File: src/rtl/z80_sram_bridge.sv
// Z80 bus to single-port async SRAM bridge with WAITS-cycle wait insertion
// and the port 0xFE border/mic/speaker latch plus ear read-back.
module z80_sram_bridge #(
  parameter int unsigned WAITS = 1
) (
  input  logic        clk,
  input  logic        reset_n,
  input  logic        mreq_n,
  input  logic        iorq_n,
  input  logic        rd_n,
  input  logic        wr_n,
  input  logic        m1_n,
  input  logic        rfsh_n,
  input  logic [15:0] A,
  input  logic [7:0]  dout,
  output logic [7:0]  di,
  output logic        wait_n,
  output logic [15:0] sram_a,
  output logic [7:0]  sram_d_o,
  input  logic [7:0]  sram_d_i,
  output logic        sram_we_n,
  output logic        sram_oe_n,
  input  logic        ear,
  output logic [2:0]  border,
  output logic        mic,
  output logic        spk
);

  typedef enum logic [1:0] {IDLE, MEM, HOLD} state_t;

  localparam logic [2:0] WAITS_L = 3'(WAITS);

  state_t      state, state_nx;
  logic [2:0]  cnt, cnt_nx;
  logic [7:0]  di_nx, sram_d_o_nx;
  logic [15:0] sram_a_nx;
  logic        wait_nx, we_nx, oe_nx, mic_nx, spk_nx;
  logic [2:0]  border_nx;
  logic        mem_start;

  assign mem_start = !mreq_n && rfsh_n && (!rd_n || !wr_n);

  always_comb begin
    state_nx    = state;
    cnt_nx      = cnt;
    di_nx       = di;
    wait_nx     = wait_n;
    sram_a_nx   = sram_a;
    sram_d_o_nx = sram_d_o;
    we_nx       = sram_we_n;
    oe_nx       = sram_oe_n;
    border_nx   = border;
    mic_nx      = mic;
    spk_nx      = spk;
    case (state)
      IDLE: begin
        // Memory wins over a simultaneous I/O strobe.
        if (mem_start) begin
          sram_a_nx = A;
          if (!wr_n) begin
            sram_d_o_nx = dout;
            we_nx       = 1'b0;
          end else begin
            oe_nx = 1'b0;
          end
          cnt_nx   = WAITS_L;
          wait_nx  = (WAITS == 0);
          state_nx = MEM;
        end else if (!iorq_n && !m1_n) begin
          di_nx    = 8'hFF;
          state_nx = HOLD;
        end else if (!iorq_n && !wr_n) begin
          if (!A[0]) begin
            border_nx = dout[2:0];
            mic_nx    = dout[3];
            spk_nx    = dout[4];
          end
          state_nx = HOLD;
        end else if (!iorq_n && !rd_n) begin
          di_nx    = A[0] ? 8'hFF : {1'b1, ear, 6'b111111};
          state_nx = HOLD;
        end
      end
      MEM: begin
        // wait_n releases one edge before the strobe so the CPU sees
        // exactly WAITS wait cycles while the strobe spans WAITS+1.
        if (cnt != 3'd0) begin
          cnt_nx = cnt - 3'd1;
          if (cnt == 3'd1) wait_nx = 1'b1;
        end else begin
          if (!sram_oe_n) di_nx = sram_d_i;
          we_nx    = 1'b1;
          oe_nx    = 1'b1;
          wait_nx  = 1'b1;
          state_nx = HOLD;
        end
      end
      HOLD: begin
        if (mreq_n && iorq_n) state_nx = IDLE;
      end
      default: state_nx = IDLE;
    endcase
  end

  always_ff @(posedge clk or negedge reset_n) begin
    if (!reset_n) begin
      state     <= IDLE;
      cnt       <= 3'd0;
      di        <= 8'hFF;
      wait_n    <= 1'b1;
      sram_we_n <= 1'b1;
      sram_oe_n <= 1'b1;
      sram_a    <= 16'h0000;
      sram_d_o  <= 8'h00;
      border    <= 3'b000;
      mic       <= 1'b0;
      spk       <= 1'b0;
    end else begin
      state     <= state_nx;
      cnt       <= cnt_nx;
      di        <= di_nx;
      wait_n    <= wait_nx;
      sram_we_n <= we_nx;
      sram_oe_n <= oe_nx;
      sram_a    <= sram_a_nx;
      sram_d_o  <= sram_d_o_nx;
      border    <= border_nx;
      mic       <= mic_nx;
      spk       <= spk_nx;
    end
  end

endmodule

File: config.mk
export PLATFORM = sky130hd
export DESIGN_NAME = z80_sram_bridge
export DESIGN_NICKNAME = d
export VERILOG_FILES = /design/src/rtl/z80_sram_bridge.sv
export SDC_FILE = /design/constraint.sdc
export NUM_CORES = 1
export LEC_CHECK = 0
export CORE_MARGIN = 3
export CORE_UTILIZATION = 30
export CTS_BUF_LIST = sky130_fd_sc_hd__clkbuf_2 sky130_fd_sc_hd__clkbuf_4 sky130_fd_sc_hd__clkbuf_8
export DETAILED_ROUTE_END_ITERATION = 8
export GPL_ROUTABILITY_DRIVEN = 1
export GPL_TIMING_DRIVEN = 0
export HOLD_SLACK_MARGIN = 0.15
export PLACE_DENSITY = 0.61
export SLEW_MARGIN = 25
export SYNTH_ARGS = -nofsm -noshare
export SYNTH_HDL_FRONTEND = slang
export SYNTH_SLANG_ARGS = --single-unit
File: constraint.sdc
create_clock -name clk -period 3.13 [get_ports clk]
set_input_delay 0.4695 -clock clk [delete_from_list [all_inputs] [get_ports clk]]
set_output_delay 0.4695 -clock clk [all_outputs]
set_load 0.01 [all_outputs]
Word-level counts from Yosys, hierarchy flattened
Index checks and enable logic that the tools add are counted.
{"block": "word_totals", "register_bits": 45, "input_bits": 41, "output_inout_bits": 40, "elab_cells": 84}
{"block": "classes", "n_addsub": 1, "eq_ne": 15, "muxes": 29, "bitwise": 4, "n_reduce_logical": 24}
{"op": "8-bit 2-to-1 mux", "count": 6}
{"op": "2-bit inequality test, second input constant", "count": 8}
{"op": "8-bit case mux with 2 select lines", "count": 1}
{"op": "2-bit 2-to-1 mux", "count": 6}
{"op": "3-bit AND reduction", "count": 4}
{"op": "3-bit inequality test, second input constant", "count": 3}
{"op": "1-bit 2-to-1 mux", "count": 8}
{"op": "4-bit AND reduction", "count": 2}
{"op": "7-bit 2-to-1 mux", "count": 1}
{"op": "1-bit logical AND", "count": 6}
{"op": "3-bit 2-to-1 mux", "count": 2}
{"op": "1-bit case mux with 2 select lines", "count": 3}
{"op": "2-bit case mux with 3 select lines", "count": 1}
{"op": "3-bit case mux with 2 select lines", "count": 1}
{"op": "6-bit AND reduction", "count": 1}
{"op": "1-bit logical NOT", "count": 5}
{"op": "5-bit inequality test, second input constant", "count": 1}
{"op": "5-bit AND reduction", "count": 1}
{"op": "1-bit NOT", "count": 4}
{"op": "3-bit by 1-bit equality test with 1-bit output, second input constant", "count": 1}
{"op": "3-bit nonzero test", "count": 1}
{"op": "3-bit by 1-bit subtractor with 3-bit output, second input constant", "count": 1}
{"op": "2-bit by 1-bit equality test with 1-bit output, second input constant", "count": 1}
{"op": "2-bit equality test, second input constant", "count": 1}
{"op": "other kinds (4)", "count": 4}

Longest topological paths before layout
{"block": "depth", "depth_word": 7, "ltp_mapped": 6, "ltp_nobuf": 6}

Least setup slack after synthesis
OpenSTA, ideal clock, no wires.
{"block": "synth_timing", "path_type": "in2reg", "start": "input rfsh_n", "end": "register border[0]", "setup_time_ps": 125, "t_arrival_ps": 1447, "required_time_ps": 3005, "slack_ps": 1558, "stages": 5, "path_buffers": 1, "cell_sequence": "nor2b_2 -> a21oi_2 -> and3_1 -> buf_2 -> mux2_2"}
{"block": "synth_between", "elab_chain_len": 4}
{"element": "start, declared", "line_no": "13", "text": "input logic rfsh_n,"}
{"element": "1-bit logical AND (2 in series)", "line_no": "41", "text": "assign mem_start = !mreq_n && rfsh_n && (!rd_n || !wr_n);"}
{"element": "1-bit NOT (no line)"}
{"element": "5-bit AND reduction (no line)"}
{"element": "end signal, assigned", "line_no": "127", "text": "border <= border_nx;"}
{"element": "end, declared", "line_no": "24", "text": "output logic [2:0] border,"}
Every way passes these cells.
A chain may end at the register's enable or synchronous reset.

Worst setup path in the final report
{"block": "layout_timing", "start": "register sram_oe_n", "end": "output sram_oe_n"}
{"element": "start, declared", "line_no": "22", "text": "output logic sram_oe_n,"}
{"element": "start signal, assigned", "line_no": "124", "text": "sram_oe_n <= oe_nx;"}
No word-level cell between the ends.

==> results.py <==
metrics = {
    "run_status": {
        "status": "finished clean",
    },
    "setup_path": {
        "slowest_delay_ns": 0.56,
        "path_class": "reg -> out",
        "cp.arrival_ns": 1.42,
        "endpoint_kind": "primary output",
        "crit_family": "flip-flops",
        "worst-r2r-setup-slack_ns": 1.46,
        "crit_slowest_cell": "dfstp_2",
        "path_max_fanout": 3,
        "cp-start-kind": "flip-flop",
        "crit_buf_inv": 1,
        "worstPathCellList": "clkdlybuf4s50_1",
        "worstPathRequired_ns": 2.66,
    },
    "clock_network": {
        "clkTransAtPathRegs_ns": 0.09,
        "cts-root-buf": "clkbuf_8",
        "cts_hold_buf": 0,
        "worstSkewPairLatency_ns": 0.30,
        "cts_tree": "built",
        "cts_buffers": 5,
        "cts_max_path_buffers": 2,
        "htreeDepth": 2,
        "cts_setup_buffers": 0,
        "cts.repair.resized": 0,
        "clock-sinks": 45,
    },
    "drt": {
        "drt_wl_total_um": 4160,
        "drt-pass1-iter-count": 3,
        "ant_nets": 0,
        "num_vias": 1379,
        "routedWlPerCell_um": 13.7,
        "drtIter0Drc": 54,
        "drc": 0,
        "viasPerCell": 4.54,
    },
    "timing": {
        "worst_slew_pin_slew_ns": 0.567,
        "whs_ns": 0.168,
        "maxSlewHeadroom": 0.622,
        "finalSetupTns_ns": 0,
        "grt_setup_unrepaired": "false",
        "max_freq_mhz": 530,
        "setup_viol": 0,
        "min_period_ns": 1.89,
        "fin_skew_ns": 0.00840,
        "min_period_over_period": 0.603,
        "final_hold_viol_count": 0,
        "finalMaxSlewViolations": 0,
    },
    "logic_synthesis": {
        "synth-main-ff-cell": "dfrtp_1",
        "yosys_warnings": 0,
        "syn_area_um2": 1910,
        "async_flop_share": 1.00,
        "synth_edf_count": 0,
        "seq_area_frac_synth": 0.596,
        "avgSynthCellArea_um2": 13.6,
        "ys_seq_elements": 45,
        "syn_nets": 185,
        "synth_cells": 141,
        "ys_types": 25,
    },
    "die": {
        "die_w_um": 85.9,
        "design.die.area_um2": 7370,
        "num_io_pins": 81,
        "row_count": 28,
        "core-area_um2": 6060,
        "initial_utilization": 0.316,
        "dieHeight_um": 85.9,
    },
    "place": {
        "place_area_um2": 2810,
        "port_buffers": 80,
        "gp_congestion": 0.787,
        "dpl.hpwl_um": 3030,
    },
    "power_and_ir_drop": {
        "p_per_area_nw_per_um2": 867,
        "power_frac_seq": 0.403,
        "p_int_mw": 1.79,
        "switching_share": 0.291,
        "power_frac_clock": 0.171,
        "p_leak_nw": 1.19,
        "p_comb_frac": 0.427,
        "power_mw": 2.53,
        "ir_drop_mv": 0.381,
        "p_switching_mw": 0.737,
    },
    "global_routing": {
        "antenna_found_initial": 0,
        "grt_pass1_wl_um": 7000,
        "grt_pass1_vias": 1571,
        "grt-ovfl-total": 0,
        "grt_max_degree": 46,
        "track_usage": 0.121,
    },
    "finish": {
        "final_util": 0.481,
        "drive_above_1_share": 0.293,
        "design_area_um2": 2920,
        "fin_nets": 272,
        "fillers": 597,
        "antenna_cells": 0,
        "final_common_cell": "clkdlybuf4s50_1",
        "area_growth_pct": 52.4,
        "seqCellArea_um2": 1140,
        "layout_common_cells": "clkdlybuf4s50_1 (79), mux2_2 (38), dfrtp_1 (34)",
        "multi_input_area_um2": 734,
    },
    "hold_path": {
        "hp-class": "in -> async",
    },
    "job": {
        "cap_violations": 0,
    },
}
## cell usage after synthesis (2+ instances only)
cell type | count | area share
a21oi_1 | 2 | 0.0052
buf_2 | 4 | 0.010
dfrtp_1 | 34 | 0.44
dfstp_2 | 11 | 0.15
ha_1 | 3 | 0.020
inv_1 | 5 | 0.0098
mux2_2 | 38 | 0.22
nand2_1 | 10 | 0.020
nand2b_1 | 7 | 0.023
nand3_1 | 3 | 0.0078
nor2_1 | 4 | 0.0078
nor3_1 | 2 | 0.0052
o21ai_0 | 6 | 0.016
## cells by family (layout without fill, tap and decap cells)
logic type                 count (synthesis)  after routing  share of synthesized area
buffers and inverters                      9             97                     0.0203
muxes                                     38             38                      0.224
DFF                                       45             45                      0.596
adders and majority gates                  3              3                     0.0196
AOI/OAI and AO/OA                         13             13                     0.0477
and+or+nand+nor                           33             33                     0.0929
## worst paths after layout
kind	from	endpoint	cells after the start
setup reg to reg	cnt[0]	di[7]	6
max in group asynchronous	reset_n	sram_we_n	1
hold / removal	reset_n	cnt[2]	1
min in group clk	sram_we_n	sram_we_n	2
setup / recovery	sram_oe_n	sram_oe_n	1
hold reg to reg	sram_we_n	sram_we_n	2
## metal layers
metal | track usage | share of wire | vias to the layer above
met3 | 0.0413 | 0.077 | 5
met2 | 0.203 | 0.47 | 51
met4 | 0.0475 | 0.012 | 0
li1 | - | - | 660
met1 | 0.143 | 0.44 | 663
met5 | 0 | 0 | -
## final cells by class
| cell class | instances | area share |
|---|---|---|
| flip-flops and latches | 45 | 0.391 |
| repair buffers | 80 | 0.274 |
| multi-input cells | 87 | 0.252 |
| well taps | 75 | 0.0322 |
| clock buffers | 5 | 0.0236 |
| clock inverters | 3 | 0.0142 |
| plain buffers | 4 | 0.00687 |
| inverters | 5 | 0.00644 |
## power groups by stage
stage	clock network [mW]	registers [mW]	logic, mW
after global placement	0	1.02	1.09
after global routing	0.474	1.06	1.18
after CTS	0.455	1.02	1.10
final	0.432	1.02	1.08
after detailed placement	0	1.03	1.10
after floorplan	0	1.14	0.367
## metrics by stage
stage / setup WS, ns / std cells
3_5_place_dp: 0.924 / 296
5_1_grt: 1.15 / 304
4_1_cts: 1.21 / 304
2_1_floorplan: 1.56 / 141
6_report: 1.24 / 304
3_3_place_gp: 0.246 / 296
## registers in the layout, indices dropped and copies added (netlist names)
name / count
sram_a: 16
spk: 1
state: 2
cnt: 3
sram_d_o: 8
border: 3
mic: 1
di: 8
wait_n: 1
sram_we_n: 1
sram_oe_n: 1
Power figures use the tool's default switching activity.
